$ cat config.mk
export PLATFORM = sky130hd
export DESIGN_NAME = alu_arbiter
export DESIGN_NICKNAME = d
export VERILOG_FILES = /design/src/rtl/alu_arb_pkg.sv /design/src/rtl/alu_arbiter_decode_and_execute.sv /design/src/rtl/alu_arbiter.sv
export SDC_FILE = /design/constraint.sdc
export NUM_CORES = 1
export LEC_CHECK = 0
export CAP_MARGIN = 10
export CORE_AREA = 5 5 72 74
export DETAILED_ROUTE_END_ITERATION = 10
export DIE_AREA = 0 0 77 79
export GPL_ROUTABILITY_DRIVEN = 0
export PLACE_DENSITY = 0.64
export SYNTH_ARGS = -nofsm -noshare
export SYNTH_HDL_FRONTEND = slang
export SYNTH_HIERARCHICAL = 1
export SYNTH_SLANG_ARGS = --single-unit
$ cat constraint.sdc
create_clock -name clk -period 3.41 [get_ports clk]
set_input_delay 0.682 -clock clk [delete_from_list [all_inputs] [get_ports clk]]
set_output_delay 0.682 -clock clk [all_outputs]
set_load 0.005 [all_outputs]
$ cat src/rtl/alu_arb_pkg.sv
// Shared definitions for the two-requester ALU arbiter.
// Holds the FSM state encoding and the operation-select encodings used by
// alu_arbiter and Decode_And_Execute.
package alu_arb_pkg;

    typedef enum logic [1:0] {
        IDLE = 2'd0,
        EXEC = 2'd1,
        DONE = 2'd2
    } state_e;

    localparam logic [2:0] OP_SUB  = 3'b000;
    localparam logic [2:0] OP_ADD  = 3'b001;
    localparam logic [2:0] OP_AND  = 3'b010;
    localparam logic [2:0] OP_OR   = 3'b011;
    localparam logic [2:0] OP_XOR  = 3'b100;
    localparam logic [2:0] OP_SHL  = 3'b101;
    localparam logic [2:0] OP_SHR  = 3'b110;
    localparam logic [2:0] OP_PASS = 3'b111;

endpackage

$ cat src/rtl/alu_arbiter_decode_and_execute.sv
// Decode_And_Execute: purely combinational 4-bit ALU.
// Ports:
//   rs_i, rt_i  4-bit operands
//   sel_i       3-bit operation select (encodings in alu_arb_pkg)
//   rd_o        4-bit result, wraps mod 16, no carry/borrow
// SHL/SHR shift rs by one bit; PASS forwards rs unchanged.
module Decode_And_Execute
    import alu_arb_pkg::*;
(
    input  logic [3:0] rs_i,
    input  logic [3:0] rt_i,
    input  logic [2:0] sel_i,
    output logic [3:0] rd_o
);

    always_comb begin
        rd_o = 4'd0;
        case (sel_i)
            OP_SUB:  rd_o = rs_i - rt_i;
            OP_ADD:  rd_o = rs_i + rt_i;
            OP_AND:  rd_o = rs_i & rt_i;
            OP_OR:   rd_o = rs_i | rt_i;
            OP_XOR:  rd_o = rs_i ^ rt_i;
            OP_SHL:  rd_o = {rs_i[2:0], 1'b0};
            OP_SHR:  rd_o = {1'b0, rs_i[3:1]};
            OP_PASS: rd_o = rs_i;
            default: rd_o = 4'd0;
        endcase
    end

endmodule

$ cat src/rtl/alu_arbiter.sv
// alu_arbiter: round-robin arbiter sharing one ALU between two requesters.
// Ports:
//   clk, rst_n                 clock, async active-low reset
//   req0/req1                  requests, held until granted
//   rs0/rt0/sel0, rs1/rt1/sel1 operands and op select per requester
//   gnt0/gnt1                  one-cycle pulse: request accepted, operands latched
//   done0/done1                one-cycle pulse: rd_out holds this requester's result
//   rd_out                     result register, held until the next capture
//   busy                       high whenever the FSM is not IDLE
//
// state | meaning
// IDLE  | sample requests, pick winner, latch its operands
// EXEC  | ALU evaluates latched operands for EXEC_LAT cycles
// DONE  | result in rd_out, done pulse for the granted requester
module alu_arbiter
    import alu_arb_pkg::*;
#(
    parameter int EXEC_LAT  = 1,
    parameter bit PRIO_INIT = 1'b0
) (
    input  logic       clk,
    input  logic       rst_n,
    input  logic       req0,
    input  logic       req1,
    input  logic [3:0] rs0,
    input  logic [3:0] rt0,
    input  logic [3:0] rs1,
    input  logic [3:0] rt1,
    input  logic [2:0] sel0,
    input  logic [2:0] sel1,
    output logic       gnt0,
    output logic       gnt1,
    output logic       done0,
    output logic       done1,
    output logic [3:0] rd_out,
    output logic       busy
);

    localparam logic [1:0] CNT_LAST = 2'(EXEC_LAT - 1);

    state_e     state_q, state_d;
    logic       ptr_q,   ptr_d;
    logic       who_q,   who_d;
    logic [1:0] cnt_q,   cnt_d;
    logic [3:0] rs_q,    rs_d;
    logic [3:0] rt_q,    rt_d;
    logic [2:0] sel_q,   sel_d;
    logic [3:0] rd_q,    rd_d;
    logic       gnt0_q,  gnt0_d;
    logic       gnt1_q,  gnt1_d;
    logic       done0_q, done0_d;
    logic       done1_q, done1_d;
    logic       win;
    logic [3:0] alu_rd;

    Decode_And_Execute u_dae (
        .rs_i  (rs_q),
        .rt_i  (rt_q),
        .sel_i (sel_q),
        .rd_o  (alu_rd)
    );

    always_comb begin
        state_d = state_q;
        ptr_d   = ptr_q;
        who_d   = who_q;
        cnt_d   = cnt_q;
        rs_d    = rs_q;
        rt_d    = rt_q;
        sel_d   = sel_q;
        rd_d    = rd_q;
        gnt0_d  = 1'b0;
        gnt1_d  = 1'b0;
        done0_d = 1'b0;
        done1_d = 1'b0;
        // Tie goes to ptr; otherwise the single active requester wins.
        win     = (req0 && req1) ? ptr_q : req1;

        case (state_q)
            IDLE: begin
                if (req0 || req1) begin
                    state_d = EXEC;
                    cnt_d   = 2'd0;
                    who_d   = win;
                    ptr_d   = ~win;
                    rs_d    = win ? rs1  : rs0;
                    rt_d    = win ? rt1  : rt0;
                    sel_d   = win ? sel1 : sel0;
                    gnt0_d  = ~win;
                    gnt1_d  = win;
                end
            end
            EXEC: begin
                if (cnt_q == CNT_LAST) begin
                    state_d = DONE;
                    rd_d    = alu_rd;
                    done0_d = ~who_q;
                    done1_d = who_q;
                end else begin
                    cnt_d = cnt_q + 2'd1;
                end
            end
            DONE: begin
                state_d = IDLE;
            end
            default: begin
                state_d = IDLE;
            end
        endcase
    end

    always_ff @(posedge clk or negedge rst_n) begin
        if (!rst_n) begin
            state_q <= IDLE;
            ptr_q   <= PRIO_INIT;
            who_q   <= 1'b0;
            cnt_q   <= 2'd0;
            rs_q    <= 4'd0;
            rt_q    <= 4'd0;
            sel_q   <= 3'd0;
            rd_q    <= 4'd0;
            gnt0_q  <= 1'b0;
            gnt1_q  <= 1'b0;
            done0_q <= 1'b0;
            done1_q <= 1'b0;
        end else begin
            state_q <= state_d;
            ptr_q   <= ptr_d;
            who_q   <= who_d;
            cnt_q   <= cnt_d;
            rs_q    <= rs_d;
            rt_q    <= rt_d;
            sel_q   <= sel_d;
            rd_q    <= rd_d;
            gnt0_q  <= gnt0_d;
            gnt1_q  <= gnt1_d;
            done0_q <= done0_d;
            done1_q <= done1_d;
        end
    end

    assign gnt0   = gnt0_q;
    assign gnt1   = gnt1_q;
    assign done0  = done0_q;
    assign done1  = done1_q;
    assign rd_out = rd_q;
    assign busy   = (state_q != IDLE);

endmodule

==> insert_results.sql <==
INSERT INTO impl_metrics (metric_group, metric, value, unit) VALUES
('run_status', 'outcome', 'completed', ''),
('floorplanning', 'boundaryPins', '35', ''),
('sta', 'setup_violations', '0', ''),
('power', 'power_density', '892.6', 'nW/µm²'),
('clock_tree', 'worst_skew_pair_later_pin_latency', '0.28', 'ns'),
('sta', 'total_negative_setup_slacks', '0', 'ns'),
('global_route', 'grt_antenna_before_repair', '0', ''),
('flow_run', 'drv.max_cap_violation_count', '0', ''),
('power', 'power.switching_fraction', '0.4207', ''),
('floorplanning', 'die_width', '77', 'µm'),
('route', 'detailedRoute.firstPassIterationCount', '4', ''),
('power', 'irDropWorstVdd', '0.0004294', 'V'),
('sta', 'fin_worst_skew', '0.01255', 'ns'),
('worst_hold_path', 'hold_class', 'reg2reg', ''),
('yosys', 'synth.yosys.seq_area_share', '0.3613', ''),
('yosys', 'number_of_flops_mapped_to_enable_cells_by_yosys', '0', ''),
('floorplanning', 'initial_core_util', '0.3818', ''),
('setup_path', 'worst_setup_path_start_kind', 'register', ''),
('yosys', 'synth_ff_type', 'dfrtp_1', ''),
('place', 'number_of_port_buffers', '34', ''),
('clock_tree', 'tritoncts', 'built', ''),
('route', 'drcViolationCount', '0', ''),
('route', 'ant_nets', '0', ''),
('yosys', 'ys_warn_count', '6', ''),
('setup_path', 'crit_family', 'compound AO/OA/AOI/OAI gates', ''),
('route', 'drt-wirelength-per-cell', '14.10', 'µm'),
('route', 'dr_total_vias', '1364', ''),
('place', 'placement.cell_area', '2077', 'µm²'),
('clock_tree', 'postCtsHoldBufs', '0', ''),
('global_route', 'pin_count_of_the_biggest_net_entering_global_routing', '26', ''),
('clock_tree', 'h_tree_level_count', '1', ''),
('setup_path', 'endpoint_kind', 'register', ''),
('global_route', 'grt_pass1_vias', '1356', ''),
('clock_tree', 'cts_made_buffers', '3', ''),
('sta', 'final_period_minus_worst_setup_slack', '2.475', 'ns'),
('power', 'seq_power_share', '0.330', ''),
('yosys', 'cell_taking_the_most_area_after_synthesis', 'dfrtp_1', ''),
('clock_tree', 'postCtsResizedCells', '0', ''),
('setup_path', 'critical_path_fanout_max', '16', ''),
('yosys', 'synthesis.area', '1732', 'µm²'),
('clock_tree', 'post_cts.repair.setup_buffers', '0', ''),
('clock_tree', 'path_clk_slew', '0.10', 'ns'),
('yosys', 'postSynthRegisterBits', '25', ''),
('power', 'internal_portion_of_total_power', '1100', 'µW'),
('power', 'combPwrFrac', '0.569', ''),
('setup_path', 'critPathArrivalTime', '2.65', 'ns'),
('floorplanning', 'die_height', '79', 'µm'),
('yosys', 'mean_area_per_synthesized_cell', '9.783', 'µm²'),
('place', 'place_hpwl', '2866', 'µm'),
('route', 'initialDrtViolationCount', '75', ''),
('floorplanning', 'die_area', '6083', 'µm²'),
('global_route', 'grtUsageTotal', '0.1246', ''),
('setup_path', 'timing.setup.critical_path_class', 'reg2reg', ''),
('sta', 'fmax', '404.1', 'MHz'),
('sta', 'tightestPinTransition', '0.6013', 'ns'),
('power', 'netSwitchingPower', '798.8', 'µW'),
('setup_path', 'critical_path.max_stage_delay', '0.57', 'ns'),
('route', 'routed_wl', '3667', 'µm'),
('setup_path', 'path_cells', 'nor2_2, nand2_1, o21ai_0, ha_1, a21o_1, a21oi_1, xnor3_1, a21oi_1, mux2_4', ''),
('finish', 'stdcell_area', '2127', 'µm²'),
('yosys', 'synth_top_cells_by_area', 'dfrtp_1, ha_1, a21oi_2', ''),
('yosys', 'yosys.cell_types.count', '42', ''),
('sta', 'timing.final.crit_share', '0.7257', ''),
('floorplanning', 'std_cell_rows', '25', ''),
('power', 'leakagePower', '0.0009262', 'µW'),
('setup_path', 'cell_mode_on_critical_path', 'a21oi_1', ''),
('finish', 'n_antenna_cell', '0', ''),
('yosys', 'synth_largest_type_area_fraction', '0.3613', ''),
('clock_tree', 'clock_sinks', '25', ''),
('yosys', 'postSynthCellCount', '177', ''),
('route', 'routed_via_density', '5.246', '');
[area by class of cell]
cell class / count / area, µm²
clock buffer: 3 / 41.29
clock inverter: 1 / 8.758
fill: 441 / 2409
inverter: 15 / 58.81
multi-input combinational: 126 / 969.7
sequential: 25 / 625.6
tap: 54 / 67.56
timing repair buffer: 36 / 355.3
[cell usage after synthesis (3+ instances only)]
library cell  instances
mux2_4                4
buf_2                 5
nor2_1                4
o211ai_1              3
ha_1                 13
buf_4                 4
nand3_1              12
inv_1                13
o21ai_1              12
a31oi_1              12
nand2_1              10
nand2b_1              3
o21ai_0               4
a21oi_2              10
a21oi_1              10
dfrtp_1              25
mux2i_1               3
[worst register-to-register path, cell delays in order (launching register included)]
cell,delay (ns)
dfrtp_1,0.57
nor2_2,0.25
nand2_1,0.09
o21ai_0,0.35
ha_1,0.30
a21o_1,0.17
a21oi_1,0.16
xnor3_1,0.15
a21oi_1,0.06
mux2_4,0.28
[kinds of logic (layout without fill, tap and decap cells)]
kind of cell / count (synthesis) / in the layout / share of synthesized area
buffers and inverters: 26 / 55 / 0.07876
XOR/XNOR: 4 / 4 / 0.02818
AO/OA/AOI/OAI: 59 / 59 / 0.2218
AND/OR/NAND/NOR: 40 / 40 / 0.1330
flip-flops: 25 / 25 / 0.3613
multiplexers: 9 / 9 / 0.07153
adder cells (fa/ha/maj): 14 / 14 / 0.1055
[sequential cells by signal, summed over array words and instances, names as in the netlist]
register,count
cnt_q,2
done0,1
done1,1
gnt0,1
gnt1,1
ptr_q,1
rd_out,4
rs_q,4
rt_q,4
sel_q,3
state_q,2
who_q,1
[power groups by stage]
| stage | logic (µW) | registers (µW) | clock network, µW |
|---|---|---|---|
| after detailed placement | 1100 | 637 | 0 |
| after CTS | 1100 | 631 | 196 |
| after floorplan | 904 | 550 | 0 |
| after global routing | 1230 | 652 | 213 |
| after global placement | 1080 | 629 | 0 |
| final | 1080 | 626 | 191 |
[layer usage]
layer | vias up | wire length (µm) | global-route usage
met5 | - | 0 | 0
met4 | 0 | 62 | 0.05155
met3 | 5 | 124 | 0.01587
met2 | 32 | 1746 | 0.2020
met1 | 646 | 1734 | 0.1679
li1 | 681 | - | -
[through the flow]
step | std cells | setup WS [ns] | power (µW) | utilization | hold slack (ns)
finish | 260 | 0.9355 | 1899 | 0.4690 | 0.4664
global route | 260 | 0.7116 | 2099 | 0.4690 | 0.4940
CTS | 260 | 0.9145 | 1926 | 0.4690 | 0.4799
detailed placement | 256 | 0.9095 | 1734 | 0.4579 | 0.4660
global placement | 256 | 1.019 | 1708 | 0.4579 | 0.4630
floorplan | 177 | 1.216 | 1454 | - | 0.3864
[path summary, 6_finish.rpt]
| check | cells past startpoint | slack (ns) | from | to |
|---|---|---|---|---|
| min in group asynchronous | 2 | 0.75 | rst_n | cnt_q[1] |
| worst max-delay path | 9 | 0.94 | sel_q[2] | rd_out[3] |
| worst min-delay path | 1 | 0.47 | who_q | done0 |
| max in group asynchronous | 2 | 2.41 | rst_n | rs_q[1] |
| worst max register to register | 9 | 0.94 | sel_q[2] | rd_out[3] |
| worst min register to register | 1 | 0.47 | who_q | done0 |
[cells in the final DEF (no fill, tap or decap), types with 2 or more instances in the layout]
| cell type | netlist | routed |
|---|---|---|
| mux2i_1 | 3 | 3 |
| xnor2_1 | 2 | 2 |
| mux2_4 | 4 | 4 |
| o22ai_1 | 2 | 2 |
| inv_1 | 13 | 13 |
| a21oi_2 | 10 | 10 |
| nand3_1 | 12 | 12 |
| ha_1 | 13 | 13 |
| a21o_1 | 2 | 2 |
| nor2_1 | 4 | 4 |
| dfrtp_1 | 25 | 25 |
| clkdlybuf4s50_1 | 0 | 34 |
| a21oi_1 | 10 | 10 |
| o21ai_1 | 12 | 12 |
| a31oi_1 | 12 | 12 |
| buf_4 | 4 | 2 |
| o211ai_1 | 3 | 3 |
| clkbuf_8 | 0 | 3 |
| nand2_1 | 10 | 10 |
| nand2b_1 | 3 | 3 |
| nor2_2 | 2 | 2 |
| o21ai_0 | 4 | 4 |
No activity file was read; power rests on OpenSTA's default activity.
